## config.mk

```make
export PLATFORM = sky130hd
export DESIGN_NAME = string_packer_flat
export DESIGN_NICKNAME = d
export VERILOG_FILES = /design/src/rtl/string_packer_if.sv /design/src/rtl/string_packer.sv /design/src/flat_wrapper.sv
export SDC_FILE = /design/constraint.sdc
export NUM_CORES = 1
export LEC_CHECK = 0
export CORE_AREA = 5 5 84 164
export DETAILED_ROUTE_END_ITERATION = 12
export DIE_AREA = 0 0 89 169
export MAX_ROUTING_LAYER = met4
export PLACE_DENSITY = 0.78
export SLEW_MARGIN = 5
export SYNTH_ARGS = -nofsm -noshare
export SYNTH_HDL_FRONTEND = slang
export SYNTH_SLANG_ARGS = --single-unit
```

## constraint.sdc

```tcl
create_clock -name clk -period 3.3 [get_ports clk]
set_clock_uncertainty 0.1 [all_clocks]
set_input_delay 0.99 -clock clk [delete_from_list [all_inputs] [get_ports clk]]
set_output_delay 0.99 -clock clk [all_outputs]
set_load 0.01 [all_outputs]
```

## src/rtl/string_packer_if.sv

```systemverilog
// rtl/string_packer_if.sv - character-in / string-out handshake bundle for string_packer
//   in_vld/in_rdy/in_dat/in_lst : byte-wide character stream into the packer
//   out_vld/out_rdy             : completed-string handshake
//   out_str/out_len/out_ovf     : packed string, stored length, overflow flag
//   out_cnt                     : completed-string handshake counter
interface string_packer_if #(
  parameter int LEN = 16,
  parameter int CW  = 8
);
  localparam int LW = $clog2(LEN + 1);

  logic            in_vld;
  logic            in_rdy;
  logic [7:0]      in_dat;
  logic            in_lst;
  logic            out_vld;
  logic            out_rdy;
  logic [8*LEN-1:0] out_str;
  logic [LW-1:0]   out_len;
  logic            out_ovf;
  logic [CW-1:0]   out_cnt;

  // Character source and string consumer side.
  modport master (
    output in_vld, in_dat, in_lst, out_rdy,
    input  in_rdy, out_vld, out_str, out_len, out_ovf, out_cnt
  );

  // Packer side.
  modport slave (
    input  in_vld, in_dat, in_lst, out_rdy,
    output in_rdy, out_vld, out_str, out_len, out_ovf, out_cnt
  );
endinterface

```

## src/rtl/string_packer.sv

```systemverilog
// rtl/string_packer.sv - packs a byte stream into a fixed-width string vector
//   clk   : system clock, rising edge
//   rst_n : synchronous active-low reset
//   bus   : string_packer_if.slave (character input stream, packed string output)
module string_packer #(
  parameter int         LEN     = 16,
  parameter logic [7:0] TERM    = 8'h00,
  parameter logic       TERM_NL = 1'b0,
  parameter int         CW      = 8
) (
  input  logic           clk,
  input  logic           rst_n,
  string_packer_if.slave bus
);
  localparam int LW = $clog2(LEN + 1);

  typedef enum logic [0:0] {COLLECT = 1'b0, DONE = 1'b1} state_t;

  state_t           state_q, state_d;
  logic [8*LEN-1:0] str_q, str_d;
  logic [LW-1:0]    len_q, len_d;
  logic             ovf_q, ovf_d;
  logic [CW-1:0]    cnt_q, cnt_d;

  logic             in_rdy_w;
  logic             in_hs;
  logic             out_hs;
  logic             is_term;
  logic [8*LEN-1:0] chr_ext;

  // Gated by rst_n so no character is taken while reset is asserted.
  assign in_rdy_w = (state_q == COLLECT) && rst_n;
  assign in_hs    = bus.in_vld && in_rdy_w;
  assign out_hs   = (state_q == DONE) && bus.out_rdy;
  assign is_term  = (bus.in_dat == TERM) || (TERM_NL && (bus.in_dat == 8'h0A));

  // Character widened to string width; shifting in at the low byte keeps the
  // most recent character in [7:0] with earlier ones moving up.
  always_comb begin
    chr_ext      = '0;
    chr_ext[7:0] = bus.in_dat;
  end

  always_comb begin
    state_d = state_q;
    str_d   = str_q;
    len_d   = len_q;
    ovf_d   = ovf_q;
    cnt_d   = cnt_q;
    case (state_q)
      COLLECT: begin
        if (in_hs) begin
          if (!is_term) begin
            if (len_q < LW'(LEN)) begin
              str_d = (str_q << 8) | chr_ext;
              len_d = len_q + LW'(1);
            end else begin
              ovf_d = 1'b1;
            end
          end
          if (is_term || bus.in_lst) begin
            state_d = DONE;
          end
        end
      end
      DONE: begin
        if (out_hs) begin
          str_d   = '0;
          len_d   = '0;
          ovf_d   = 1'b0;
          cnt_d   = cnt_q + CW'(1);
          state_d = COLLECT;
        end
      end
      default: state_d = COLLECT;
    endcase
  end

  always_ff @(posedge clk) begin
    if (!rst_n) begin
      state_q <= COLLECT;
      str_q   <= '0;
      len_q   <= '0;
      ovf_q   <= 1'b0;
      cnt_q   <= '0;
    end else begin
      state_q <= state_d;
      str_q   <= str_d;
      len_q   <= len_d;
      ovf_q   <= ovf_d;
      cnt_q   <= cnt_d;
    end
  end

  assign bus.in_rdy  = in_rdy_w;
  assign bus.out_vld = (state_q == DONE);
  assign bus.out_str = str_q;
  assign bus.out_len = len_q;
  assign bus.out_ovf = ovf_q;
  assign bus.out_cnt = cnt_q;
endmodule

```

## src/flat_wrapper.sv

```systemverilog
// flat-port wrapper written by rule: the top's interface ports become plain ports
module string_packer_flat 
#(
  parameter int         LEN     = 16,
  parameter logic [7:0] TERM    = 8'h00,
  parameter logic       TERM_NL = 1'b0,
  parameter int         CW      = 8
)
  (clk, rst_n, bus_in_vld, bus_in_dat, bus_in_lst, bus_out_rdy, bus_in_rdy, bus_out_vld, bus_out_str, bus_out_len, bus_out_ovf, bus_out_cnt);
  string_packer_if #(.LEN(LEN), .CW(CW)) bus_i ();
  input  logic clk;
  input  logic rst_n;
  input wire logic [$bits(bus_i.in_vld)-1:0] bus_in_vld;
  input wire logic [$bits(bus_i.in_dat)-1:0] bus_in_dat;
  input wire logic [$bits(bus_i.in_lst)-1:0] bus_in_lst;
  input wire logic [$bits(bus_i.out_rdy)-1:0] bus_out_rdy;
  output wire logic [$bits(bus_i.in_rdy)-1:0] bus_in_rdy;
  output wire logic [$bits(bus_i.out_vld)-1:0] bus_out_vld;
  output wire logic [$bits(bus_i.out_str)-1:0] bus_out_str;
  output wire logic [$bits(bus_i.out_len)-1:0] bus_out_len;
  output wire logic [$bits(bus_i.out_ovf)-1:0] bus_out_ovf;
  output wire logic [$bits(bus_i.out_cnt)-1:0] bus_out_cnt;
  assign bus_i.in_vld = bus_in_vld;
  assign bus_i.in_dat = bus_in_dat;
  assign bus_i.in_lst = bus_in_lst;
  assign bus_i.out_rdy = bus_out_rdy;
  assign bus_in_rdy = bus_i.in_rdy;
  assign bus_out_vld = bus_i.out_vld;
  assign bus_out_str = bus_i.out_str;
  assign bus_out_len = bus_i.out_len;
  assign bus_out_ovf = bus_i.out_ovf;
  assign bus_out_cnt = bus_i.out_cnt;
  string_packer #(.LEN(LEN), .TERM(TERM), .TERM_NL(TERM_NL), .CW(CW)) u_core (.clk(clk), .rst_n(rst_n), .bus(bus_i));
endmodule
```

# Word level (Yosys, flattened, before mapping)
# Cells that the tools add are included.
[classes]
addsub = 2
n_mul = 0
div_mod_pow = 0
magnitude_cmp = 1
n_eq_ne = 5
shift = 0
n_mux = 19
bitwise = 2
n_reduce_logical = 8
[ops]
columns = ["op", "count"]
rows = [
  ["two-way mux 128 bit", 4],
  ["case mux 128 bit (2 select lines)", 1],
  ["OR 128 x 8 -> 128 bit", 1],
  ["two-way mux 5 bit", 4],
  ["case mux 5 bit (2 select lines)", 1],
  ["adder 8 x 1 -> 8 bit, second input constant", 1],
  ["zero test 8 bit", 1],
  ["!= test 2 bit, second input constant", 4],
  ["AND reduction 4 bit", 2],
  ["two-way mux 1 bit", 7],
  ["adder 5 x 1 -> 5 bit, second input constant", 1],
  ["< comparator 5 bit, second input constant", 1],
  ["case mux 1 bit (2 select lines)", 2],
  ["logical AND 1 bit", 3],
  ["!= test 2 x 1 -> 1 bit, second input constant", 1],
  ["AND reduction 2 bit", 1],
  ["logical OR 1 bit", 1],
  ["NOT 1 bit", 1],
]
[totals]
register_bits = 143
latch_bits = 0
mem_bits_rw = 0
rom_bits = 0
input_bits = 13
output_inout_bits = 144
word_cells = 42
mem_count = 0

# Longest topological paths before layout
# Gate-level depths: netlist (run 1).
[logic_depth]
depth_word = 5
ltp_mapped = 6
depth_no_buf = 4

# Worst setup path after synthesis (run 1)
# OpenSTA, ideal clock, no wires.
[synth_timing]
kind = "input to register"
startpoint = "in bus_in_dat[3]"
endpoint = "reg u_core.str_q[85] (netlist: u_core.bus.out_str[85])"
setup_ns = 0.123
arrival_ns = 2.478
required_ns = 3.077
setup_slack_ns = 0.599
cell_stages = 6
n_path_buf = 3
cell_sequence = "or4_1 buf_2 o21ai_4 buf_6 buf_8 mux2_1"
[synth_via]
elab_chain_cells = 3
[synth_rtl]
columns = ["element", "line", "text"]
rows = [
  ["start: declaration", "flat_wrapper.sv:14", "input wire logic [$bits(bus_i.in_dat)-1:0] bus_in_dat;"],
  ["zero test 8 bit", "string_packer.sv:35", "assign is_term = (bus.in_dat == TERM) || (TERM_NL && (bus.in_dat == 8'h0A));"],
  ["!= test 2 bit (no source line)", "--", ""],
  ["AND reduction 4 bit (no source line)", "--", ""],
  ["end signal: assignment", "string_packer.sv:88", "str_q <= str_d;"],
  ["end: declaration", "string_packer.sv:20", "logic [8*LEN-1:0] str_q, str_d;"],
]
# Every way passes these cells.
# A chain may end at the register's enable or synchronous reset.

# Final worst setup path (run 1)
[layout_timing]
startpoint = "in rst_n"
endpoint = "out bus_in_rdy"
[layout_via]
elab_chain_cells = 1
[layout_rtl]
columns = ["element", "line", "text"]
rows = [
  ["start: declaration", "flat_wrapper.sv:12", "input logic rst_n;"],
  ["logical AND 1 bit", "string_packer.sv:32", "assign in_rdy_w = (state_q == COLLECT) && rst_n;"],
  ["end: declaration", "flat_wrapper.sv:17", "output wire logic [$bits(bus_i.in_rdy)-1:0] bus_in_rdy;"],
]
# Every way passes these cells.

==> results of run 1 <==
## per-layer routing
layer / vias up / global-route usage [%]
met1: 2103 / 24.50
li1: 2144 / -
met2: 151 / 28.96
met4: 0 / 5.185
met3: 16 / 6.771
met5: - / -
## state kept, by name (all words and copies together) (netlist names)
| name | cells |
|---|---|
| u_core.bus.out_str | 128 |
| u_core.bus.out_cnt | 8 |
| u_core.bus.out_len | 5 |
| u_core.bus.out_ovf | 1 |
| u_core.bus.out_vld | 1 |
## placed cells by master, fill, tap and decap left out, types with 2 or more instances in the layout
master,count
bufinv_16,2
nand2_1,13
buf_4,3
o21ai_0,12
ha_1,2
clkdlybuf4s50_1,155
inv_8,2
mux2_1,79
clkinv_4,5
clkbuf_16,17
mux2i_1,3
inv_1,5
a21oi_1,5
nand4_1,2
and3_1,121
nand3_1,15
clkbuf_8,2
dfxtp_1,143
mux2_2,42
buf_12,7
or3_1,3
o211ai_1,3
or4_1,3
clkinvlp_4,2
nor2_1,3
## final cells by class
class / instances / area (um2)
Tap cell: 150 / 187.7
Multi-Input combinational cell: 324 / 2633
Clock buffer: 19 / 452.9
Timing Repair Buffer: 166 / 1719
Clock inverter: 13 / 155.1
Inverter: 5 / 18.77
Sequential cell: 143 / 2863
Fill cell: 980 / 4380
## how the worst max path moves through the flow
stage	endpoint	cells past startpoint	start	slack [ns]
after floorplan	u_core.bus.out_str[85]$_SDFFE_PN0P_	6	bus_in_dat[3]	0.60
after CTS	bus_in_rdy	3	rst_n	0.32
after global routing	bus_in_rdy	3	rst_n	0.22
after global placement	u_core.bus.out_str[56]$_SDFFE_PN0P_	6	bus_in_dat[3]	0.14
after detailed placement	u_core.bus.out_str[73]$_SDFFE_PN0P_	6	bus_in_dat[3]	0.10
final	bus_in_rdy	3	rst_n	0.31
## power groups by stage
stage               logic (mW)  clock network, mW  registers (mW)
finish                   0.220               1.92            1.77
detailed placement       0.220                  0            1.80
global placement         0.220                  0            1.80
floorplan                0.129                  0            1.81
CTS                      0.221               1.97            1.77
global route             0.238               2.05            1.77
## worst max-delay path, cell delays in order
cell,delay (ns)
buf_2,0.10
nor2b_1,0.23
clkdlybuf4s50_1,0.58
## kinds of logic after synthesis
family	after synthesis	synth area share, %
multiplexers	124	24.08
adder cells (fa/ha/maj)	2	0.4326
buffers and inverters	51	5.127
flip-flops	143	49.49
AO/OA/AOI/OAI	28	3.180
AND/OR/NAND/NOR	168	17.39
XOR/XNOR	2	0.3029
## per-stage QoR
stage                     power (mW)  setup slack, ns
after global placement         2.025           0.1371
after global routing           4.056           0.2207
after CTS                      3.956           0.3215
after detailed placement       2.025           0.1012
final                          3.909           0.3106
after floorplan                1.938           0.5989
==> implementation parameters, run 1 <==
Parameter                              Value

Outcome
  Outcome    complete, no violations

Timing
  Crit share post-route    90.59%
  Total count of max-transition violations in the final report    0
  Tightest slew margin relative to the limit    27.37%
  Fin Setup TNS    0 ns
  Slew @ Worst Pin    1.089 ns
  Total setup violations reported at the end of the flow    0
  Number of endpoints with negative hold slack in the final report    0
  Max Freq    334.5 MHz
  Post-route worst hold slack    0.3620 ns
  Setup repair after global routing missed its margin    false
  Minimum period implied by the final worst setup slack    2.989 ns

Critical path
  Reg2reg setup slack    1.35 ns
  Kind of end point of the critical path    output pin
  Launch point of the worst reg-to-reg path    u_core.bus.out_vld$_SDFF_PN0_
  Startpoint kind of the worst setup timing path    primary input
  Terminus of the critical flop-to-flop path    u_core.bus.out_str[55]$_SDFFE_PN0P_
  Required time of the critical path    2.21 ns
  Data arrival time of the critical path    1.90 ns
  Reg2Reg Depth    5
  CP max FO    3
  Critical setup path kind    in -> out

Floorplanning
  Die Width    89 um
  Number of top-level pins    157
  Full die area    15040 um2
  Die H    169 um
  Floorplan Core Area    12410 um2
  Initial core utilization    46.61%
  Count of standard-cell rows    58

Detailed routing
  DRT Pass-1 Iters    5
  Antenna Violating Nets Remaining    0
  First-iteration detailed-routing DRC count    227
  Met2 wirelength from detailed routing    6478 um
  Wire length the detailed router placed on met1    5964 um
  Number of remaining DRC errors    0
  Drt via density    5.383
  Detailed route wirelength on metal3    1141 um
  Average routed wire per standard cell    16.80 um
  Total via count in the routed design    4414
  Routed WL    13780 um
  Uppermost layer routed    met4

Power
  Leakage Power    3.735 nW
  Power share of the sequential group    45.2%
  Comb power frac    5.6%
  Portion of total power attributed to the clock network    49.1%
  Total net switching power    887.7 uW
  Fraction of power spent switching nets    22.71%
  Total internal power    3.022 mW
  Power density over cell area    486.9 nW/um2
  Maximum vdd ir drop    0.0003798 V

CTS
  Buffer cell driving the clock tree root    clkbuf_16
  Clock insertion delay at the later pin of the skew report    0.41 ns
  Number of buffers created by CTS    17
  Post-cts resize count    0
  Number of buffers on the longest clock path    2
  H-tree Lvls    4
  Total of hold buffers inserted after clock tree synthesis    0
  Setup Buffers After CTS    0
  Num Clock Sinks    143
  Clock tree from TritonCTS    done
  Clock-pin slew on the worst setup and hold paths    0.06 ns

Logic synthesis
  Cell type with the largest total area after synthesis    dfxtp_1
  Post-Synthesis Cells    518
  EDFF count, synth    0
  Top cell types by occurrence after synthesis    143 x dfxtp_1, 121 x and3_1, 79 x mux2_1, 42 x mux2_2, 28 x clkbuf_1
  Synth Register Bits    143
  Yosys cell types    38
  Async set-reset flop share out of synthesis    0%
  Yosys warning count    0
  Post-synthesis instance area    5784 um2
  Sequential share of the synthesized area    49.49%
  Top cell type's share of synthesized area    49.49%
  Dominant synthesized flop cell    dfxtp_1
  Most frequent cell after synthesis    dfxtp_1
  Dominant cells by area after synthesis    dfxtp_1 49%, mux2_1 15%, and3_1 13%
  Mean cell area of the mapped netlist    11.17 um2
  Number of nets in the synthesized netlist    533

Final layout
  Post-Route Utilization    64.70%
  Antenna diode instance count    0
  Share of final-layout standard cells stronger than drive strength 1    13.28%
  Number of nets in the final layout    672
  Fin area    8029 um2
  Layout-stage area growth over the synthesis result    38.81%
  Final Instance Count excl. Fillers    820

Min path
  Count of cells along the worst hold path    2
  Hold Crit Endpoint    u_core.bus.out_ovf$_SDFFE_PN0P_
  Launch instance of the worst min-delay path    u_core.bus.out_ovf$_SDFFE_PN0P_
  Path class of the lowest-slack min-delay path    reg -> reg

Global routing
  GR Util All Layers    19.23%
  Remaining Overflow, GRT    0
  Antenna violations before repair    0
  Vias in the first global route    4366
  Maximum number of pins on one net before global-route repair    139
  Global-route wire length before repair    22210 um

Placed design
  Half-perimeter wire length of the detailed placement result    9300 um
  Final weighted congestion in routability-driven placement    0.7656
  Port Buffers    156
  DP Area    7421 um2
  Placed Cells    788

Job
  MaxCap Viol Count    0
(Power assumes the default switching activity.)
==> run 2: changes to the inputs <==
- TNS_END_PERCENT: default -> 50
==> results of run 2 <==
Final layout, timing and power as in run 1 (identical DEF).
